==> src/rtl/fib_gen_pkg.sv <==
// Shared types and constants for the Fibonacci stream generators.
package fib_gen_pkg;

    typedef enum logic [1:0] {IDLE, RUN, TERM} state_t;

    // mode[1:0]: which terms are emitted
    localparam logic [1:0] FILT_ALL  = 2'd0;
    localparam logic [1:0] FILT_ODD  = 2'd1;
    localparam logic [1:0] FILT_EVEN = 2'd2;

    // mode[2]: how the run is bounded
    localparam logic BOUND_VAL = 1'b0;
    localparam logic BOUND_CNT = 1'b1;

    // Parity filter; code 3 behaves like FILT_ALL.
    function automatic logic filt_pass(input logic [1:0] filt, input logic lsb);
        case (filt)
            FILT_ALL:  return 1'b1;
            FILT_ODD:  return lsb;
            FILT_EVEN: return !lsb;
            default:   return 1'b1;
        endcase
    endfunction

endpackage

==> src/rtl/fib_out_reg.sv <==
// Output holding register for valid/ready stream sources.
// A beat is held stable until consumed; when free and nothing is loaded the
// register empties.
module fib_out_reg #(
    parameter int WIDTH = 32
) (
    input  logic             clock,
    input  logic             reset,
    input  logic             load,
    input  logic             ld_done,
    input  logic             ld_error,
    input  logic [WIDTH-1:0] ld_data,
    input  logic             ready,
    output logic             valid,
    output logic             done,
    output logic             error,
    output logic [WIDTH-1:0] data,
    output logic             free
);

    // Free when empty or the current beat is handed off this cycle.
    assign free = !valid || ready;

    // Load a new beat, drop an accepted one, or hold while stalled.
    always_ff @(posedge clock or negedge reset) begin
        if (!reset) begin
            valid <= 1'b0;
            done  <= 1'b0;
            error <= 1'b0;
            data  <= '0;
        end else if (free) begin
            if (load) begin
                valid <= 1'b1;
                done  <= ld_done;
                error <= ld_error;
                data  <= ld_data;
            end else begin
                valid <= 1'b0;
                done  <= 1'b0;
                error <= 1'b0;
            end
        end
    end

endmodule

==> src/rtl/fib_stream_gen.sv <==
// Fibonacci stream source: value- or count-bounded runs with a parity filter,
// full backpressure and a terminal beat that reports count-mode overflow.
module fib_stream_gen
    import fib_gen_pkg::*;
#(
    parameter int WIDTH = 32,
    parameter int CNT_W = 32
) (
    input  logic             clock,
    input  logic             reset,
    input  logic             start,
    input  logic [WIDTH-1:0] n,
    input  logic [2:0]       mode,
    input  logic             ready,
    output logic             valid,
    output logic             done,
    output logic [WIDTH-1:0] out_0,
    output logic             error,
    output logic             busy
);

    state_t           state, state_d;
    logic [WIDTH-1:0] n_q, a, b;
    logic [2:0]       mode_q;
    logic             a_ovf, b_ovf;
    logic [CNT_W-1:0] count;
    logic [WIDTH:0]   sum;
    logic             free, load, ld_done, ld_error, capture, advance;
    logic [WIDTH-1:0] ld_data;
    logic             pass, val_end, cnt_end, end_run, run_err;

    assign sum  = {1'b0, a} + {1'b0, b};
    assign pass = filt_pass(mode_q[1:0], a[0]);
    assign busy = (state != IDLE);

    // Once a has overflowed its true value exceeds any n, so the wrapped a is
    // never compared in value mode.
    assign val_end = a_ovf || (a >= n_q);
    assign cnt_end = (count == CNT_W'(n_q)) || a_ovf;
    assign end_run = (mode_q[2] == BOUND_VAL) ? val_end : cnt_end;
    assign run_err = (mode_q[2] == BOUND_CNT) && a_ovf && (count != CNT_W'(n_q));

    // State register.
    always_ff @(posedge clock or negedge reset) begin
        if (!reset) state <= IDLE;
        else        state <= state_d;
    end

    // Next state and per-cycle engine controls; one evaluation per free cycle.
    always_comb begin
        state_d  = state;
        capture  = 1'b0;
        advance  = 1'b0;
        load     = 1'b0;
        ld_done  = 1'b0;
        ld_error = 1'b0;
        ld_data  = '0;
        case (state)
            IDLE: begin
                if (start) begin
                    capture = 1'b1;
                    state_d = RUN;
                end
            end
            RUN: begin
                if (free) begin
                    if (end_run) begin
                        load     = 1'b1;
                        ld_done  = 1'b1;
                        ld_error = run_err;
                        state_d  = TERM;
                    end else begin
                        advance = 1'b1;
                        if (pass) begin
                            load    = 1'b1;
                            ld_data = a;
                        end
                    end
                end
            end
            TERM: begin
                if (valid && ready) state_d = IDLE;
            end
            default: state_d = IDLE;
        endcase
    end

    // Run parameters and sequence registers; overflow flags are sticky along
    // the sequence so a_ovf marks any term whose true value needs > WIDTH bits.
    always_ff @(posedge clock or negedge reset) begin
        if (!reset) begin
            n_q    <= '0;
            mode_q <= '0;
            a      <= '0;
            b      <= WIDTH'(1);
            a_ovf  <= 1'b0;
            b_ovf  <= 1'b0;
            count  <= '0;
        end else if (capture) begin
            n_q    <= n;
            mode_q <= mode;
            a      <= '0;
            b      <= WIDTH'(1);
            a_ovf  <= 1'b0;
            b_ovf  <= 1'b0;
            count  <= '0;
        end else if (advance) begin
            a     <= b;
            b     <= sum[WIDTH-1:0];
            a_ovf <= b_ovf;
            b_ovf <= sum[WIDTH] | a_ovf | b_ovf;
            if (pass) count <= count + CNT_W'(1);
        end
    end

    fib_out_reg #(.WIDTH(WIDTH)) u_out (
        .clock    (clock),
        .reset    (reset),
        .load     (load),
        .ld_done  (ld_done),
        .ld_error (ld_error),
        .ld_data  (ld_data),
        .ready    (ready),
        .valid    (valid),
        .done     (done),
        .error    (error),
        .data     (out_0),
        .free     (free)
    );

endmodule

==> config.mk <==
export PLATFORM = sky130hd
export DESIGN_NAME = fib_stream_gen
export DESIGN_NICKNAME = d
export VERILOG_FILES = /design/src/rtl/fib_gen_pkg.sv /design/src/rtl/fib_out_reg.sv /design/src/rtl/fib_stream_gen.sv
export SDC_FILE = /design/constraint.sdc
export NUM_CORES = 1
export LEC_CHECK = 0
export BUFFER_PORTS_ARGS = -buffer_cell sky130_fd_sc_hd__buf_2
export CAP_MARGIN = 5
export CORE_MARGIN = 5
export CORE_UTILIZATION = 44
export CTS_CLUSTER_SIZE = 20
export DETAILED_ROUTE_END_ITERATION = 8
export SYNTH_ARGS = -nofsm -noshare
export SYNTH_HDL_FRONTEND = slang
export SYNTH_SLANG_ARGS = --single-unit
==> constraint.sdc <==
create_clock -name clock -period 6.5 [get_ports clock]
set_input_delay 0 -clock clock [delete_from_list [all_inputs] [get_ports clock]]
set_output_delay 0 -clock clock [all_outputs]
set_load 0.005 [all_outputs]
==> results of run 1 <==
-- metrics by stage --
stage | util | hold slack (ps)
CTS | 0.516 | 264
floorplan | - | -296
finish | 0.516 | 220
detailed placement | 0.471 | 148
global route | 0.516 | 313
global placement | 0.471 | 159
-- cell usage after synthesis, drive strengths merged (2+ instances only) --
library cell  number  share of area
mux2i              4         0.0042
nor2b              6         0.0039
o22ai              3         0.0020
a31o               3         0.0027
a2111oi            2         0.0025
nand3             85          0.045
a31oi             11         0.0072
and2               7         0.0046
inv               49          0.019
nand2b             7         0.0046
a22o              33          0.030
ha                67          0.087
a41o               3         0.0031
or3               14         0.0091
a211o              2         0.0018
a211oi             5         0.0044
o21ai             94          0.049
o21a              11         0.0086
nor4              12         0.0078
or4                8         0.0063
nand4             14         0.0091
and4               6         0.0063
a221o              2         0.0021
and3              11         0.0078
or2                3         0.0020
xnor2             13          0.012
a21oi             57          0.030
a21o               7         0.0055
clkbuf            28          0.011
nor3              14         0.0073
nand2            153          0.060
nor2              40          0.016
o211a              3         0.0031
o31ai             15          0.012
buf               23          0.012
xor2              39          0.036
dfrtp            169           0.44
o211ai             8         0.0068
-- timing repair --
action                    in CTS  in global routing
resized for setup              0                  0
hold endpoints to repair     132                  0
hold buffers                  39                  0
-- worst paths after layout --
check	endpoint	slack (ps)	cells after the start
max	b[17]	2980	10
min	count[9]	220	2
max reg2reg	b[17]	2980	10
min reg2reg	u_out.data[25]	490	1
max in group asynchronous	u_out.data[17]	4780	3
min in group clock	n_q[26]	300	4
-- kinds of logic (layout without fill, tap and decap cells) --
logic type	after synthesis	count (layout)	synth area share
simple gates	380	380	0.189
compound gates	272	272	0.183
flops	170	170	0.443
buf+inv	100	200	0.0422
fa+ha+maj	68	68	0.0894
xor+xnor	52	52	0.0475
mux	5	5	0.00535
-- state kept, by name, summed over array words and instances, names as in the netlist --
| signal | flops |
|---|---|
| a | 32 |
| b | 32 |
| count | 32 |
| n_q | 32 |
| u_out.data | 32 |
| mode_q | 3 |
| state | 2 |
| a_ovf | 1 |
| b_ovf | 1 |
| u_out.done | 1 |
| u_out.error | 1 |
| u_out.valid | 1 |
-- cell type report --
type,count,area (µm²)
well taps,280,350
clock buffers,19,453
repair buffers,120,820
inverters,49,184
flip-flops and latches,170,4260
multi-input cells,777,4960
clock inverters,12,139
fillers,2013,10500
-- layer usage --
metal  vias to the layer above  part of all wire  wire (µm)
li1                       3938                 -          -
met1                      3802              0.47      11800
met2                       148              0.47      11900
met3                        37             0.029        735
met4                         0             0.028        702
met5                         -                 0          0
-- report_power, final --
part | leakage [nW] | total, mW | internal [mW] | switching (mW)
registers | 2.27 | 1.48 | 1.29 | 0.194
logic | 2.97 | 1.73 | 0.572 | 1.16
clock network | 0.279 | 1.03 | 0.589 | 0.441
-- worst max-delay path, cell delays in order (launching register included) --
cell and delay [ps]:
dfrtp_1 440, ha_1 320, and4_1 240, o21ai_0 80, or4_1 400, nand3_1 140
a211oi_2 140, o21ai_4 710, buf_4 600, a31oi_1 80, a31o_2 230
==> run_results.csv, run 1 <==
group,metric,value,unit
synthesis,synth-seq-area-share,0.443,
min_path,hold_class,"in2async",
timing,totalNegativeSetupSlack,0,ps
floorplan,die_x,158,µm
setup_path,worstSetupStartpoint,"a[9]",
detailed_routing,drt_iter0_markers,459,
power,p_leak,5.52,nW
timing,max_slew_margin,0.341,
detailed_routing,routed_wl,25.2,mm
global_route,grt_usage,0.208,
floorplan,fp.dieH,158,µm
synthesis,ys_async_sr_fraction,1.00,
floorplan,start_util,0.444,
placed_design,portBuffers,74,
placed_design,postPlaceCellArea,0.0102,mm²
detailed_routing,post_drt_wl_per_cell,17.6,µm
layout,finalNonFillerCells,1427,
synthesis,synthDistinctLibCells,66,
placed_design,dp_slack,2950,ps
global_route,met1_usage,0.289,
clocking,h-tree-depth,4,
detailed_routing,vias,7925,
layout,mostFrequentLayoutCells,"169 x dfrtp_1, 152 x nand2_1, 92 x o21ai_0",
setup_path,crit_fanout,59,
timing,finalSetupViolCount,0,
synthesis,netlist_instances,1047,
floorplan,fp.coreArea,0.0216,mm²
power,power.total,4.25,mW
timing,period_minus_slack,3520,ps
setup_path,critPathKind,"reg2reg",
clocking,cts-root-buf,"clkbuf_16",
synthesis,synth_edf_count,0,
layout,areaGrowthSynthToFinish,16.3,%
global_route,grt_overflow,0,
global_route,antenna_found_initial,0,
timing,worst_slack,2980,ps
placed_design,dp_hpwl,17.5,mm
global_route,met3_usage,0.0273,
global_route,grt_max_degree,95,
detailed_routing,drt_pass1_iterations,5,
timing,slew_viol_final,0,
layout,layout_commonest_cell,"dfrtp_1",
detailed_routing,drc_errors,0,
timing,worst_pin_slew,988,ps
placed_design,dp.cells,1357,
setup_path,rr_startpoint,"a[9]",
synthesis,ys.flop_type,"dfrtp_1",
setup_path,cp-end-kind,"register",
global_route,grt_pass1_vias,7751,
layout,fin_area,0.0112,mm²
global_route,met2_usage,0.333,
timing,rsz0062_at_grt,"no",
synthesis,yosysWarnings,0,
synthesis,yosys_register_bits,170,
global_route,top_usage_layer,"met2",
synthesis,syn_area_per_cell,9.17,µm²
detailed_routing,antenna_left,0,
run,max-cap-violations,0,
detailed_routing,vias_per_cell,5.55,
layout,layout-drive-gt1-share,0.118,
power,powerDensity,380,mW/mm²
timing,finalCritPeriodShare,0.541,
floorplan,rows,54,
clocking,clock_sinks,170,
clocking,cts_tree,"done",
setup_path,required,6820,ps
placed_design,gp_congestion,0.832,
synthesis,synth_nets,1154,
timing,fmax,284,MHz
clocking,clkLatencyLatePin,430,ps
timing,hold_viol,0,
outcome,status,"finished, final reports clean",
floorplan,die_area,0.0249,mm²
layout,diodes,0,
synthesis,syn_area,0.00960,mm²
clocking,numCtsBuffers,17,
timing,skew,10.9,ps
setup_path,critPathLaunchType,"register",
power,vdd_ir_drop_max,0.263,mV
clocking,ctsLongestPathBuffers,2,
setup_path,crit_arrival,3840,ps
layout,final_nets,1242,
clocking,cts_setup_buffers,0,
clocking,clk_pin_slew_worst_paths,60,ps
floorplan,io_pins,75,
global_route,grt_pass1_wl,40.9,mm
Power figures use the tool's default switching activity.
==> run 2: changes to the inputs <==
- clock period: 6.5 -> 3.3 ns (I/O delays scaled with it)
==> run 2 against run 1 <==
Clock power is 83% higher. Setup slack worse by 2700 ps. Highest routed layer unchanged. Sequential cell count stayed put. Largest cell class unchanged. Sequential share of layout area is 0.39 points lower. Final area is 1.0% higher.
==> run_results.csv, run 2 (synthesis results as in run 1) <==
group,metric,value,unit
outcome,status,"finished, final reports clean",
detailed_routing,vias_per_cell,5.54,
clocking,clk_pin_slew_worst_paths,70,ps
setup_path,critPathLaunchType,"register",
global_route,grt_max_degree,90,
detailed_routing,wl_met2,12.4,mm
detailed_routing,post_drt_wl_per_cell,17.7,µm
detailed_routing,drt_pass1_iterations,5,
clocking,cts-root-buf,"clkbuf_16",
layout,fin_area,0.0113,mm²
detailed_routing,drc_errors,0,
floorplan,fp.dieH,158,µm
power,power.total,8.41,mW
power,vdd_ir_drop_max,0.550,mV
layout,areaGrowthSynthToFinish,17.5,%
timing,finalSetupViolCount,0,
detailed_routing,antenna_left,0,
detailed_routing,routed_wl,25.5,mm
layout,layout_commonest_cell,"dfrtp_1",
placed_design,portBuffers,74,
floorplan,rows,54,
clocking,clkLatencyLatePin,430,ps
floorplan,die_x,158,µm
timing,worst_pin_slew,843,ps
timing,hold_viol,0,
placed_design,dp_hpwl,18.1,mm
setup_path,crit_fanout,5,
power,p_leak,5.59,nW
setup_path,worstSetupStartpoint,"a[0]",
timing,period_minus_slack,3060,ps
placed_design,dp.cells,1370,
timing,skew,9.11,ps
detailed_routing,vias,7973,
setup_path,cp-end-kind,"register",
timing,finalCritPeriodShare,0.928,
placed_design,postPlaceCellArea,0.0103,mm²
floorplan,fp.coreArea,0.0216,mm²
detailed_routing,wl_met3,783,µm
clocking,clock_sinks,170,
layout,finalNonFillerCells,1440,
setup_path,crit_arrival,3430,ps
setup_path,critPathKind,"reg2reg",
min_path,hold_class,"in2async",
clocking,h-tree-depth,4,
placed_design,gp_congestion,0.872,
detailed_routing,drt-met1-wl,11.8,mm
timing,totalNegativeSetupSlack,0,ps
global_route,antenna_found_initial,0,
layout,layout-drive-gt1-share,0.127,
setup_path,rr_startpoint,"a[0]",
setup_path,critPathCapture,"state[0]",
layout,diodes,0,
global_route,grt_pass1_wl,41.7,mm
timing,max_slew_margin,0.438,
floorplan,die_area,0.0249,mm²
setup_path,reg2reg_depth,11,
global_route,grt_usage,0.212,
clocking,cts_tree,"done",
layout,final_nets,1255,
floorplan,io_pins,75,
power,powerDensity,746,mW/mm²
setup_path,rr_endpoint,"state[0]",
detailed_routing,dr.max_layer_used,"met4",
detailed_routing,drt_iter0_markers,482,
clocking,ctsLongestPathBuffers,2,
run,max-cap-violations,0,
layout,mostFrequentLayoutCells,"169 x dfrtp_1, 152 x nand2_1, 92 x o21ai_0",
setup_path,required,3670,ps
floorplan,start_util,0.444,
global_route,grt_pass1_vias,7965,
timing,fmax,327,MHz
timing,rsz0062_at_grt,"no",
timing,slew_viol_final,0,
setup_path,reg2reg_slack,240,ps
global_route,grt_overflow,0,
clocking,numCtsBuffers,17,
[run 2: cell types whose count changed in the layout (fill, tap and decap cells not counted)]
| cell | delta |
|---|---|
| buf_4 | +8 |
| buf_12 | +5 |
| bufinv_16 | -2 |
| clkinv_4 | +2 |
| clkbuf_1 | +1 |
| clkinvlp_4 | -1 |
| nor2_1 | -1 |
| nor2_2 | +1 |
| o21a_1 | +1 |
| o21a_2 | -1 |
[run 2: worst min-delay path by stage]
stage	start	endpoint	slack, ps	cells after the start
finish	reset	count[6]	220	2
global route	reset	n_q[5]	280	2
CTS	reset	count[6]	260	2
detailed placement	reset	count[6]	140	1
global placement	reset	count[6]	140	1
floorplan	reset	a[0]	-300	0
[run 2: final cells by class]
cell class | count | area (µm²)
Timing Repair Buffer | 133 | 980
Sequential cell | 170 | 4260
Multi-Input combinational cell | 777 | 4960
Fill cell | 2032 | 10300
Inverter | 49 | 184
Clock buffer | 20 | 457
Tap cell | 280 | 350
Clock inverter | 11 | 88.8
[run 2: metal layers]
layer  track usage  up-vias
li1              -     3969
met1         0.289     3854
met2         0.351      121
met3        0.0353       29
met4        0.0557        0
met5             0        -
[run 2: per-stage QoR]
stage	setup WS [ps]	hold WS, ps	util
2_1_floorplan	559	-296	-
3_3_place_gp	339	144	0.478
3_5_place_dp	316	144	0.478
4_1_cts	213	256	0.521
5_1_grt	90.5	284	0.521
6_report	238	222	0.521
[run 2: critical path, stage by stage (launching register included)]
cell and delay [ps]:
dfrtp_1 390, inv_1 90, ha_1 290, nand2b_1 150
a2111oi_2 360, or4_1 170, nand3_1 80, a211oi_2 250
buf_4 190, nor2_2 80, a311oi_1 350, dlygate4sd3_1 610
[run 2: repair_timing]
item / in CTS / in global routing
endpoints found under the setup margin: 0 / 1
endpoints found under the hold margin: 126 / 0
setup buffers: 0 / 0
gates resized for setup: 0 / 1
hold buffers: 39 / 0
[run 2: power by group]
| group | switching (mW) | internal, mW |
|---|---|---|
| Sequential | 0.380 | 2.53 |
| Combinational | 2.32 | 1.29 |
| Clock | 0.881 | 1.01 |
